$ cat config.mk
export PLATFORM = sky130hd
export DESIGN_NAME = led_pattern_scheduler
export DESIGN_NICKNAME = d
export VERILOG_FILES = /design/src/rtl/led_pattern_scheduler_pkg.sv /design/src/rtl/led_pattern_scheduler_tick_prescaler.sv /design/src/rtl/led_pattern_scheduler.sv
export SDC_FILE = /design/constraint.sdc
export NUM_CORES = 1
export LEC_CHECK = 0
export CAP_MARGIN = 20
export CORE_UTILIZATION = 25
export DETAILED_ROUTE_END_ITERATION = 7
export SYNTH_ARGS = -nofsm -noshare
export SYNTH_HDL_FRONTEND = slang
export SYNTH_HIERARCHICAL = 1
export SYNTH_SLANG_ARGS = --single-unit
$ cat constraint.sdc
create_clock -name clk -period 6.9 [get_ports clk]
set_input_delay 1.38 -clock clk [delete_from_list [all_inputs] [get_ports clk]]
set_output_delay 1.38 -clock clk [all_outputs]
set_load 0.01 [all_outputs]
$ cat src/rtl/led_pattern_scheduler_pkg.sv
// Shared encodings for the LED pattern scheduler: pattern modes,
// arbiter states and the LED bus width.
package led_pkg;

    localparam int LED_W = 8;

    localparam logic [1:0] MODE_STATIC = 2'b00;
    localparam logic [1:0] MODE_COUNT  = 2'b01;
    localparam logic [1:0] MODE_SHIFT  = 2'b10;
    localparam logic [1:0] MODE_BLINK  = 2'b11;

    typedef enum logic {
        ST_AUTO     = 1'b0,
        ST_OVERRIDE = 1'b1
    } arb_state_e;

endpackage

$ cat src/rtl/led_pattern_scheduler_tick_prescaler.sv
// Free-running 0..TICK_DIV-1 counter; tick is high for the whole cycle the
// count sits at its terminal value. clr restarts the count at 0.
module tick_prescaler #(
    parameter int TICK_DIV = 25000000
) (
    input  logic clk,
    input  logic rst_n,
    input  logic clr,
    output logic tick
);

    localparam int            CW   = $clog2(TICK_DIV);
    localparam logic [CW-1:0] LAST = CW'(TICK_DIV - 1);

    logic [CW-1:0] cnt_q;

    always_ff @(posedge clk or negedge rst_n) begin
        if (!rst_n) begin
            cnt_q <= '0;
        end else if (clr || cnt_q == LAST) begin
            cnt_q <= '0;
        end else begin
            cnt_q <= cnt_q + 1'b1;
        end
    end

    assign tick = (cnt_q == LAST);

endmodule

$ cat src/rtl/led_pattern_scheduler.sv
// Drives the LEDs_mgmt input bus from either the timed pattern engine or a
// held external override, arbitrated by a two-state FSM.
module led_pattern_scheduler
    import led_pkg::*;
#(
    parameter int TICK_DIV = 25000000
) (
    input  logic             clk,
    input  logic             rst_n,
    input  logic [1:0]       mode,
    input  logic             mode_valid,
    input  logic [LED_W-1:0] static_val,
    input  logic             req_valid,
    input  logic [LED_W-1:0] req_data,
    input  logic [7:0]       req_hold,
    output logic             req_ready,
    output logic [LED_W-1:0] led_in,
    output logic             busy,
    output logic             tick
);

    logic [1:0]       mode_q;
    logic [LED_W-1:0] cnt_q;
    logic [LED_W-1:0] shift_q;
    logic [LED_W-1:0] shift_d;
    logic             dir_right_q;
    logic             phase_on_q;
    logic [LED_W-1:0] pattern;

    arb_state_e       state_q;
    logic [LED_W-1:0] led_q;
    logic             busy_q;
    logic             ready_q;
    logic [7:0]       hold_q;
    logic [7:0]       hold_d;

    // A mode load restarts the tick period along with the pattern.
    tick_prescaler #(.TICK_DIV(TICK_DIV)) u_prescaler (
        .clk   (clk),
        .rst_n (rst_n),
        .clr   (mode_valid),
        .tick  (tick)
    );

    always_comb begin
        shift_d = dir_right_q ? (shift_q >> 1) : (shift_q << 1);
        case (mode_q)
            MODE_COUNT: pattern = cnt_q;
            MODE_SHIFT: pattern = shift_q;
            MODE_BLINK: pattern = phase_on_q ? static_val : '0;
            default:    pattern = static_val;
        endcase
    end

    always_ff @(posedge clk or negedge rst_n) begin
        if (!rst_n) begin
            mode_q      <= MODE_STATIC;
            cnt_q       <= '0;
            shift_q     <= 8'h01;
            dir_right_q <= 1'b0;
            phase_on_q  <= 1'b1;
        end else if (mode_valid) begin
            mode_q      <= mode;
            cnt_q       <= '0;
            shift_q     <= 8'h01;
            dir_right_q <= 1'b0;
            phase_on_q  <= 1'b1;
        end else if (tick) begin
            case (mode_q)
                MODE_COUNT: cnt_q <= cnt_q + 1'b1;
                MODE_SHIFT: begin
                    shift_q <= shift_d;
                    // Turn around on arrival so each endpoint shows for one tick.
                    if (shift_d == 8'h80) begin
                        dir_right_q <= 1'b1;
                    end else if (shift_d == 8'h01) begin
                        dir_right_q <= 1'b0;
                    end
                end
                MODE_BLINK: phase_on_q <= ~phase_on_q;
                default: ;
            endcase
        end
    end

    assign hold_d = (req_hold == 8'd0) ? 8'd1 : req_hold;

    always_ff @(posedge clk or negedge rst_n) begin
        if (!rst_n) begin
            state_q <= ST_AUTO;
            led_q   <= '0;
            busy_q  <= 1'b0;
            ready_q <= 1'b0;
            hold_q  <= 8'd0;
        end else begin
            case (state_q)
                ST_AUTO: begin
                    if (req_valid && ready_q) begin
                        state_q <= ST_OVERRIDE;
                        led_q   <= req_data;
                        busy_q  <= 1'b1;
                        ready_q <= 1'b0;
                        hold_q  <= hold_d;
                    end else begin
                        led_q   <= pattern;
                        ready_q <= 1'b1;
                    end
                end
                ST_OVERRIDE: begin
                    if (tick) begin
                        if (hold_q == 8'd1) begin
                            state_q <= ST_AUTO;
                            led_q   <= pattern;
                            busy_q  <= 1'b0;
                            ready_q <= 1'b1;
                        end else begin
                            hold_q  <= hold_q - 8'd1;
                        end
                    end
                end
                default: state_q <= ST_AUTO;
            endcase
        end
    end

    assign led_in    = led_q;
    assign busy      = busy_q;
    assign req_ready = ready_q;

endmodule

# Yosys cells after proc, flatten, opt, wreduce, memory -nomap -nowiden
# Cells that the tools add are included.
# totals
regBits,64
output_inout_bits,11
# op_classes
n_reduce_logical,15
muxes,39
add_sub_neg,3
bitwise,2
eq_ne,11
# op_table
cell,n
two-way mux 8 bit,15
one-hot mux 8 bit (2 select lines),2
"adder 25 x 1 -> 25 bit, second input constant",1
"== test 25 bit, second input constant",1
two-way mux 25 bit,1
one-hot mux 8 bit (3 select lines),1
two-way mux 1 bit,17
"== test 8 x 1 -> 1 bit, second input constant",2
AND reduction 3 bit,3
"adder 8 x 1 -> 8 bit, second input constant",1
"== test 8 bit, second input constant",1
logical NOT 8 bit,1
AND reduction 2 bit,4
nonzero test 2 bit,4
"subtractor 8 x 1 -> 8 bit, second input constant",1
"inequality test 2 bit, second input constant",3
one-hot mux 1 bit (2 select lines),3
"== test 2 bit, second input constant",2
nonzero test 3 bit,1
"== test 2 x 1 -> 1 bit, second input constant",1
"inequality test 2 x 1 -> 1 bit, second input constant",1
inverter 1 bit,2
logical AND 1 bit,1
logical OR 1 bit,1

# Logic depth before layout (Yosys ltp)
# Gate-level depths: netlist (run 1).
# depth
word_depth,7
ltp_mapped,10
ltp_nobuf,8

# Modules after synthesis
# Netlist (run 1), hierarchy kept.
# modules_own_cells
mod,seq_area_each_um2,area_each_um2,cells_per_inst,instances
led_pattern_scheduler,978.4,2240.9,232,1
tick_prescaler,625.6,1327.5,141,1

# Least setup slack after synthesis (run 1)
# No wires, ideal clock.
# synth_path
path_type,register -> output
startpoint,reg u_prescaler.cnt_q[0]
endpoint,out tick
n_path_buf,0
required_time_ns,5.520
path_slack_ns,3.896
path_stages_with_launch,5
t_arrival_ns,1.624
path_cell_list,dfrtp_1 ha_1 nand2_1 or4b_1 nor3_1
# synth_via
elab_chain_len,1
# synth_rtl
item,line_no,rtl
"start, declared",led_pattern_scheduler_tick_prescaler.sv:15,logic [CW-1:0] cnt_q;
"start signal, assigned",led_pattern_scheduler_tick_prescaler.sv:23,cnt_q <= cnt_q + 1'b1;
== test 25 bit,led_pattern_scheduler_tick_prescaler.sv:27,assign tick = (cnt_q == LAST);
"end, declared",led_pattern_scheduler.sv:19,output logic tick
# No other way between the ends.

# Final worst setup path (run 1)
# Ends and elaborated chain as after synthesis.

==> results of run 1 <==
## final cells by class
| type | instances | area share |
|---|---|---|
| clock inverter | 7 | 0.01110 |
| clock buffer | 9 | 0.05124 |
| inverter | 11 | 0.009394 |
| timing repair buffer | 44 | 0.09678 |
| sequential | 64 | 0.3649 |
| tap | 180 | 0.05124 |
| multi-input combinational | 276 | 0.4153 |
## state kept, by name (all words and copies together) (netlist names)
signal             count
busy                   1
cnt_q                  8
dir_right_q            1
hold_q                 8
led_in                 8
mode_q                 2
phase_on_q             1
req_ready              1
shift_q                8
state_q                1
u_prescaler/cnt_q     25
## cells by family (layout without fill, tap and decap cells)
logic type,count (synthesis),count (layout)
xor gates and xnor gates,19,19
buffers and inverters,33,71
AOI/OAI and AO/OA,78,78
and+or+nand+nor,162,162
DFF,64,64
muxes,13,13
adders and majority gates,4,4
## worst max-delay path, cell delays in order, from the launching register on
cell and delay [ns]:
dfrtp_1 0.36, ha_1 0.23, nand2_1 0.14, or4b_1 0.59
nor3_1 0.22, buf_4 0.21, clkdlybuf4s50_1 0.56
## stage by stage
stage               worst slack [ns]  std cells  hold WS, ns  instance area (µm²)  utilization
floorplan                      3.896        373       0.4329                 3568            -
CTS                            2.843        590       0.4574                 4388       0.3161
detailed placement             3.200        574       0.4503                 4114       0.2964
global route                   2.694        591       0.4908                 4395       0.3167
global placement               3.223        574       0.4449                 4114       0.2964
finish                         2.887        591       0.4524                 4395       0.3167
## path summary, 6_finish.rpt
check,slack [ns],startpoint,cells after the start,endpoint
min in group asynchronous,1.23,rst_n,2,led_in[2]
max in group asynchronous,5.14,rst_n,2,u_prescaler/cnt_q[2]
worst min register to register,0.45,u_prescaler/cnt_q[0],1,u_prescaler/cnt_q[0]
worst max-delay path,2.89,u_prescaler/cnt_q[0],6,tick
worst min-delay path,0.45,u_prescaler/cnt_q[0],1,u_prescaler/cnt_q[0]
worst max register to register,3.89,u_prescaler/cnt_q[0],9,dir_right_q
## cells in the mapped netlist (2+ instances only)
cell        n
a311oi_1    2
a211oi_1   12
nor2b_1     2
mux4_2      3
o32ai_1     3
nor3_1     14
nand4_1     4
nand3b_1   14
xor2_1      7
or4_4       2
nor4b_1     2
a31oi_1     2
nor2_1     35
o21ai_0    10
and3b_1     2
mux2i_1     8
or3_1       7
a2bb2oi_1   3
mux2_2      2
nand2_1    31
and3_1      2
dfstp_2     2
a21oi_1    24
nand3_1    21
buf_2       3
inv_1      11
clkbuf_1   17
nor4_1      4
and4_1      2
xnor2_1    12
nor3b_1     2
a311o_1     2
ha_1        4
and2_1      4
dfrtp_1    62
or4_1       6
nand2b_1    2
o31ai_1    10
## power breakdown
| group | switching [mW] | leakage [nW] | internal (mW) |
|---|---|---|---|
| Combinational | 0.0224 | 0.740 | 0.0263 |
| Clock | 0.166 | 0.123 | 0.242 |
| Sequential | 0.00729 | 0.833 | 0.378 |
| Total | 0.196 | 1.70 | 0.646 |
## per-layer routing
| layer | GRT usage | share of wire |
|---|---|---|
| met2 | 0.1907 | 0.46 |
| met3 | 0.02867 | 0.039 |
| met1 | 0.1500 | 0.49 |
| met5 | 0 | 0 |
| met4 | 0.03781 | 0.013 |
==> impl_results.md, run 1 <==
* Die height at 121.5 µm
* Layout cell share with drive strength beyond 1 at 0.09002
* CTS Hold Bufs at 0
* Syn avg cell area at 9.567 µm²
* # setup viols final at 0
* Maxcap violations at 0
* Synth async-reset ratio at 1.000
* DR pass1 iterations at 4
* CP endpoint kind: output port
* Synth Area in Adders at 0.01403
* Layout area overhead at 23.18%
* DRC Markers at 0
* Top-Level Pins at 41
* Largest family of logic cells by synthesized area: simple AND/OR/NAND/NOR gates
* Overall Global Routing Usage at 0.1167
* Vias per cell at 4.917
* FF+latch count, synth at 64
* Outcome: complete, no violations
* Final Power at 0.8422 mW
* RSZ-0062 raised after global routing: no
* Critical Path RT at 5.52 ns
* Top cells by area, synth: dfrtp_1 43%, nor2_1 3.7%, a21oi_1 3.4%
* Post-Syn Instances at 373
* P_leak at 1.697 nW
* Antenna diodes at 0
* First-pass GRT wire length at 13800 µm
* Mapped Nets at 407
* Final setup TNS at 0 ns
* Worst hold path type: reg2reg
* Syn. warnings at 6
* Min cycle time layout at 4.013 ns
* Total gr overflow at 0
* CTS buffer count at 9
* Num rows at 43
* CTS Root Cell: clkbuf_16
* Fmax at 249.2 MHz
* Synth Area in Compound Gates at 0.1501
* Clock slew at reported path FFs at 0.05 ns
* Post-synthesis mux area share at 0.04769
* Initial core utilization at 0.2571
* Crit Path Class: reg2out
* CTS tree: yes
* Antenna violations before repair at 0
* Main synth FF type: dfrtp_1
* Core box area at 13880 µm²
* Fillcell total at 1421
* Tightest Pin Transition at 1.013 ns
* Power per cell area at 191.6 nW/µm²
* Post-synth top area share at 0.4348
* Crit path arrival time at 2.63 ns
* Die Area at 14760 µm²
* Placer Congestion at 0.7856
* Area of the mapped netlist at 3568 µm²
* CP max FO at 10
* Drt first-iter violations at 146
* Commonest non-fill, non-tap cells in the layout: 62 x dfrtp_1, 39 x clkdlybuf4s50_1, 35 x nor2_1
* Final net count at 440
* Die W at 121.5 µm
* Antenna Nets Post-Route at 0
* Post-cts sizing count at 0
* Post-synth cell types at 56
* Max-slew violations at 0
* Commonest non-fill, non-tap cell in the layout: dfrtp_1
* Crit start category: flop
* Post-Route WL at 8047 µm
* Cell taking the most area after synthesis: dfrtp_1
* Relative slew slack at 0.3248
* Via count at 2906
* Post-synthesis simple-gate area fraction at 0.2532
* Dpl hpwl at 5621 µm
* FF+latch area at 1604 µm²
* IO buf count at 40
* Area taken by multi-input logic gates at 1826 µm²
* WL/cell at 13.62 µm
* Synth Area in XOR/XNOR at 0.04663
* Clock sinks at 64
* Fin Clk Skew at 0.005504 ns
* Worst-Skew Late Latency at 0.33 ns
* Largest net degree at the start of global routing at 65
* Final Hold Vio Count at 0
* H-tree depth at 3
* Worst VDD drop at 0.1191 mV
* Vias in the first global route at 2844
* Post-CTS Setup Repair Bufs at 0
* Maximum clock insertion buffer count at 2
* Tcrit/Tclk final at 0.5816
* Seq/Total Area, Yosys at 0.4495
* EDFF count, synth at 0
No activity file was read; power rests on OpenSTA's default activity.
==> inputs of run 2 (changes only) <==
==> constraint.sdc (replaced) <==
create_clock -name clk -period 4.19 [get_ports clk]
set_input_delay 0.838 -clock clk [delete_from_list [all_inputs] [get_ports clk]]
set_output_delay 0.838 -clock clk [all_outputs]
set_load 0.01 [all_outputs]
==> impl_results.md, run 2 (same netlist as run 1, synthesis figures left out) <==
* CTS tree: yes
* Antenna violations before repair at 0 (unchanged)
* Power per cell area at 318.8 nW/µm² (+66%)
* RSZ-0062 raised after global routing: no
* Switching Fraction at 0.2297 (-0.003220)
* Vias per cell at 4.964 (+0.96%)
* Final setup TNS at 0 ns (unchanged)
* Die height at 121.5 µm (unchanged)
* Layout cell share with drive strength beyond 1 at 0.08759 (-0.002433)
* Worst VDD drop at 0.2481 mV (+110%)
* # setup viols final at 0 (unchanged)
* Total gr overflow at 0 (unchanged)
* Antenna diodes at 0 (unchanged)
* Fmax at 287.6 MHz
* Overall Global Routing Usage at 0.1239 (+0.007232)
* Post-Route WL at 8254 µm (+2.6%)
* Worst hold path type: reg2reg
* Die W at 121.5 µm (unchanged)
* Initial core utilization at 0.2571 (unchanged)
* CTS buffer count at 9 (unchanged)
* Drt first-iter violations at 226 (+55%)
* First-pass GRT wire length at 14200 µm (+2.9%)
* Outcome: complete, no violations
* Tightest Pin Transition at 0.9702 ns (-0.04265 ns)
* Critical Path RT at 3.35 ns (-2.17 ns)
* Reg2reg end: dir_right_q
* Relative slew slack at 0.3532 (+0.02843)
* Tcrit/Tclk final at 0.8299
* Clock slew at reported path FFs at 0.05 ns (about the same)
* WL/cell at 13.97 µm (+2.6%)
* Largest net degree at the start of global routing at 41 (-37%)
* Final Hold Vio Count at 0 (unchanged)
* Clock sinks at 64 (unchanged)
* CP max FO at 5 (-5)
* Via count at 2934 (+0.96%)
* IO buf count at 40 (unchanged)
* Placer Congestion at 0.8060 (+2.6%)
* Die Area at 14760 µm² (unchanged)
* Hold-critical path depth at 1 (unchanged)
* Worst R2R Setup Slack at 0.99 ns (-2.90 ns)
* DRC Markers at 0 (unchanged)
* Grt met3 use at 0.03430 (+0.005639)
* Cell Int Power at 1.080 mW (+67%)
* Placed instance area at 4114 µm² (unchanged)
* PnR worst setup slack at 0.7126 ns (-2.175 ns)
* CTS Hold Bufs at 0 (unchanged)
* Crit start category: flop
* Crit path arrival time at 2.64 ns (about the same)
* Vias in the first global route at 2853 (+0.32%)
* Dpl hpwl at 5766 µm (+2.6%)
* Commonest non-fill, non-tap cells in the layout: 62 x dfrtp_1, 39 x clkdlybuf4s50_1, 35 x nor2_1
* Maxcap violations at 0 (unchanged)
* Finished Cell Area at 4397 µm² (about the same)
* R2R cell count at 9 (unchanged)
* Clk pwr share at 0.490 (+0.005)
* Layout area overhead at 23.21% (about the same)
* Num rows at 43 (unchanged)
* Post-CTS Setup Repair Bufs at 0 (unchanged)
* FF-to-FF Start: u_prescaler/cnt_q[0]
* Sw Pwr at 0.3219 mW (+64%)
* Logic pwr share at 0.057 (about the same)
* Worst-Skew Late Latency at 0.33 ns (about the same)
* Commonest non-fill, non-tap cell in the layout: dfrtp_1
* Post-cts sizing count at 0 (unchanged)
* H-tree depth at 3 (unchanged)
* Fin Clk Skew at 0.004188 ns (-0.001316 ns)
* Max reg flops at 25 (unchanged)
* Endpoint, Worst Hold: u_prescaler/cnt_q[0]
* Core box area at 13880 µm² (unchanged)
* Antenna Nets Post-Route at 0 (unchanged)
* DR pass1 iterations at 4 (unchanged)
* P_leak at 1.701 nW (+0.25%)
* Met2 global-route usage at 0.1864 (-0.004261)
* Register with the most flip-flops: u_prescaler/cnt_q
* Final net count at 440 (unchanged)
* Most used routing layer: met2
* Reg power frac at 0.453 (-0.005)
* Min cycle time layout at 3.477 ns
* Met1 Usage GRT at 0.1633 (+0.01332)
* Setup WS pre-CTS at 0.9763 ns (-2.223 ns)
* Max-slew violations at 0 (unchanged)
* Fillcell total at 1406 (-1.1%)
* Min-delay src: u_prescaler/cnt_q[0]
* Crit Path Class: reg2out
* CP endpoint kind: output port
* Maximum clock insertion buffer count at 2 (unchanged)
* Top-Level Pins at 41 (unchanged)
* CTS Root Cell: clkbuf_16
## run 2: cell count changes in the layout (fill, tap and decap cells not counted), sizes merged
cell,delta
clkinv,-1
clkbuf,+3
clkinvlp,-1
buf,-1
## run 2: power by group through the flow
stage	registers (mW)	logic, mW	clock network (mW)
5_1_grt	0.636	0.0892	0.739
2_1_floorplan	0.636	0.0407	0
4_1_cts	0.634	0.0825	0.712
3_3_place_gp	0.645	0.0816	0
6_report	0.634	0.0804	0.687
3_5_place_dp	0.645	0.0819	0
## run 2: cell type report
class                           instances  area (µm²)  area share
Clock inverter                          5       32.53    0.007399
Timing Repair Buffer                   44       425.4     0.09676
Multi-Input combinational cell        276        1826      0.4152
Inverter                               11       41.29    0.009391
Clock buffer                           11       242.7     0.05521
Tap cell                              180       225.2     0.05122
Sequential cell                        64        1604      0.3648
## run 2: stage by stage
stage	instances	util	power (mW)	hold WS [ns]
floorplan	373	-	0.6767	0.4329
global placement	574	0.2964	0.7265	0.4494
detailed placement	574	0.2964	0.7269	0.4643
CTS	590	0.3162	1.428	0.4698
global route	591	0.3167	1.464	0.4788
finish	591	0.3167	1.402	0.4696
## run 2: per-layer routing
layer | up-vias | wire length [µm]
li1 | 1434 | -
met1 | 1427 | 3977
met2 | 65 | 3767
met3 | 8 | 363
met4 | 0 | 147
met5 | - | 0
## run 2: worst max-delay path by stage
stage	startpoint	to	slack, ns
3_5_place_dp	u_prescaler/cnt_q[0]	dir_right_q	0.98
6_report	u_prescaler/cnt_q[0]	tick	0.71
2_1_floorplan	u_prescaler/cnt_q[0]	shift_q[4]	1.32
5_1_grt	u_prescaler/cnt_q[0]	tick	0.54
4_1_cts	u_prescaler/cnt_q[0]	tick	0.64
3_3_place_gp	u_prescaler/cnt_q[0]	dir_right_q	1.03
## run 2: worst max-delay path: stages, from the launching register on
cell and delay (ns):
dfrtp_1 0.37, ha_1 0.24, nand2_1 0.14, or4b_1 0.59
nor3_1 0.36, clkdlybuf4s50_1 0.61
==> inputs of run 3 (changes only) <==
==> constraint.sdc (replaced) <==
create_clock -name clk -period 3.3 [get_ports clk]
set_input_delay 0.66 -clock clk [delete_from_list [all_inputs] [get_ports clk]]
set_output_delay 0.66 -clock clk [all_outputs]
set_load 0.01 [all_outputs]
==> impl_results.md, run 3 (same netlist as run 1, synthesis figures left out) <==
* Tightest Pin Transition at 0.8311 ns (-0.1391 ns)
* Die W at 121.5 µm (unchanged)
* Clock sinks at 64 (unchanged)
* Worst VDD drop at 0.3153 mV (+27%)
* IO buf count at 40 (unchanged)
* Fmax at 323.3 MHz
* # setup viols final at 0 (unchanged)
* Antenna violations before repair at 0 (unchanged)
* Final setup TNS at 0 ns (unchanged)
* Tcrit/Tclk final at 0.9374
* Placed insts at 578 (+0.70%)
* Final design utilization at 0.3212 (+0.004417)
* Initial core utilization at 0.2571 (unchanged)
* CP endpoint kind: output port
* Min cycle time layout at 3.093 ns
* CTS buffer count at 9 (unchanged)
* Maximum clock insertion buffer count at 2 (unchanged)
* Final Hold Vio Count at 0 (unchanged)
* Worst R2R Setup Slack at 0.54 ns (-0.45 ns)
* Fillcell total at 1389 (-1.2%)
* Crit-path cells: ha_1, nand2_1, or4b_1, nor3_2, clkdlybuf4s50_1
* Register with the most flip-flops: u_prescaler/cnt_q
* Die Area at 14760 µm² (unchanged)
* Largest net degree at the start of global routing at 65 (+59%)
* Outcome: complete, no violations
* Max-slew violations at 0 (unchanged)
* DRC Markers at 0 (unchanged)
* Switching Fraction at 0.2114 (-0.01825)
* Crit Path Class: reg2out
* Reg power frac at 0.432 (-0.021)
* CTS Root Cell: clkbuf_16
* Maxcap violations at 0 (unchanged)
* FF-to-FF Start: u_prescaler/cnt_q[0]
* CTS Hold Bufs at 0 (unchanged)
* P_leak at 1.737 nW (+2.1%)
* Num rows at 43 (unchanged)
* Power per cell area at 419.0 nW/µm² (+31%)
* Final Power at 1.868 mW (+33%)
* WL/cell at 13.97 µm (about the same)
* Relative slew slack at 0.4460 (+0.09275)
* First-pass GRT wire length at 14320 µm (+0.82%)
* Antenna diodes at 0 (unchanged)
* Post-Route WL at 8310 µm (+0.68%)
* Via count at 2973 (+1.3%)
* Commonest non-fill, non-tap cells in the layout: 62 x dfrtp_1, 39 x clkdlybuf4s50_1, 35 x nor2_1
* Overall Global Routing Usage at 0.1244 (+0.0004405)
* R2R cell count at 9 (unchanged)
* Min-delay src: u_prescaler/cnt_q[0]
* Final net count at 444 (+0.91%)
* Clk pwr share at 0.512 (+0.022)
* H-tree depth at 3 (unchanged)
* DR pass1 iterations at 5 (+1)
* Peak per-stage delay on the critical path at 0.60 ns (about the same)
* Worst hold path type: reg2reg
* Crit start category: flop
* Sw Pwr at 0.3949 mW (+23%)
* CTS tree: yes
* Top-Level Pins at 41 (unchanged)
* Final Non-Filler Cells at 595 (+0.68%)
* Critical Path RT at 2.64 ns (-0.71 ns)
* Endpoint, Worst Hold: u_prescaler/cnt_q[0]
* Layout area overhead at 24.93%
* Commonest non-fill, non-tap cell in the layout: dfrtp_1
* CP max FO at 5 (unchanged)
* Crit path arrival time at 2.43 ns (-0.21 ns)
* Die height at 121.5 µm (unchanged)
* Total gr overflow at 0 (unchanged)
* Placer Congestion at 0.8281 (+2.7%)
* Vias per cell at 4.997 (+0.65%)
* Logic pwr share at 0.056 (about the same)
* Max reg flops at 25 (unchanged)
* Fin Clk Skew at 0.007094 ns (+0.002905 ns)
* Hold-critical path depth at 1 (unchanged)
* Antenna Nets Post-Route at 0 (unchanged)
* Layout cell share with drive strength beyond 1 at 0.09398 (+0.006385)
* Clock slew at reported path FFs at 0.05 ns (about the same)
* Core box area at 13880 µm² (unchanged)
* Dpl hpwl at 5763 µm (about the same)
* Drt first-iter violations at 248 (+9.7%)
* Cell Int Power at 1.473 mW (+36%)
* Worst-Skew Late Latency at 0.33 ns (about the same)
* Crit path max-delay cell type: or4b_1
* Vias in the first global route at 3005 (+5.3%)
* Reg2reg end: cnt_q[7]
* RSZ-0062 raised after global routing: no
==> run 3: cell types whose count changed in the layout (fill, tap and decap cells not counted), moves of 2 or more <==
cell | before | now
buf_4 | 3 | 8
clkinv_2 | 2 | 0
clkinvlp_4 | 3 | 1
clkbuf_1 | 1 | 3
==> run 3: how the worst max path moves through the flow <==
stage / from / end / depth (start not counted)
after global placement: u_prescaler/cnt_q[0] / tick / 5
after global routing: u_prescaler/cnt_q[0] / tick / 5
after detailed placement: u_prescaler/cnt_q[0] / dir_right_q / 9
final: u_prescaler/cnt_q[0] / tick / 5
after floorplan: u_prescaler/cnt_q[0] / shift_q[4] / 10
after CTS: u_prescaler/cnt_q[0] / tick / 5
==> run 3: stage by stage <==
stage / cell area, µm² / hold slack (ns) / worst slack [ns]
floorplan: 3568 / 0.3644 / 0.4283
global placement: 4144 / 0.4514 / 0.3622
detailed placement: 4144 / 0.4545 / 0.3714
CTS: 4446 / 0.4613 / 0.003533
global route: 4458 / 0.4974 / 0.03949
finish: 4458 / 0.4561 / 0.2067
==> run 3: cell type report <==
class,count,area (µm²),share of cell area
multi-input cells,276,1831,0.4106
clock buffers,14,264.0,0.05922
inverters,11,41.29,0.009262
clock inverters,2,37.54,0.008420
well taps,180,225.2,0.05052
repair buffers,48,455.4,0.1022
flip-flops and latches,64,1604,0.3598
==> run 3: power groups by stage <==
stage	sequential (mW)	combinational, mW	clock, mW
finish	0.807	0.104	0.957
floorplan	0.808	0.0517	0
CTS	0.806	0.106	0.981
detailed placement	0.820	0.106	0
global route	0.809	0.115	1.01
global placement	0.820	0.105	0
==> run 3: worst max-delay path, delay by kind of cell, from the launching register on <==
| family | cells | cell delay, ns |
|---|---|---|
| fa+ha+maj | 1 | 0.23 |
| flops | 1 | 0.36 |
| buf+inv | 1 | 0.58 |
| simple gates | 3 | 0.93 |
==> run 3: timing repair <==
item                                    CTS  global route
resized for setup                         0             1
buffers inserted                          0             0
endpoints found under the setup margin    0             1
==> run 3: routing by layer <==
metal	up-vias	part of all wire	GRT usage
met3	13	0.039	0.02585
met1	1442	0.47	0.1544
met5	-	0	0
li1	1450	-	-
met4	0	0.018	0.07485
met2	68	0.47	0.1974
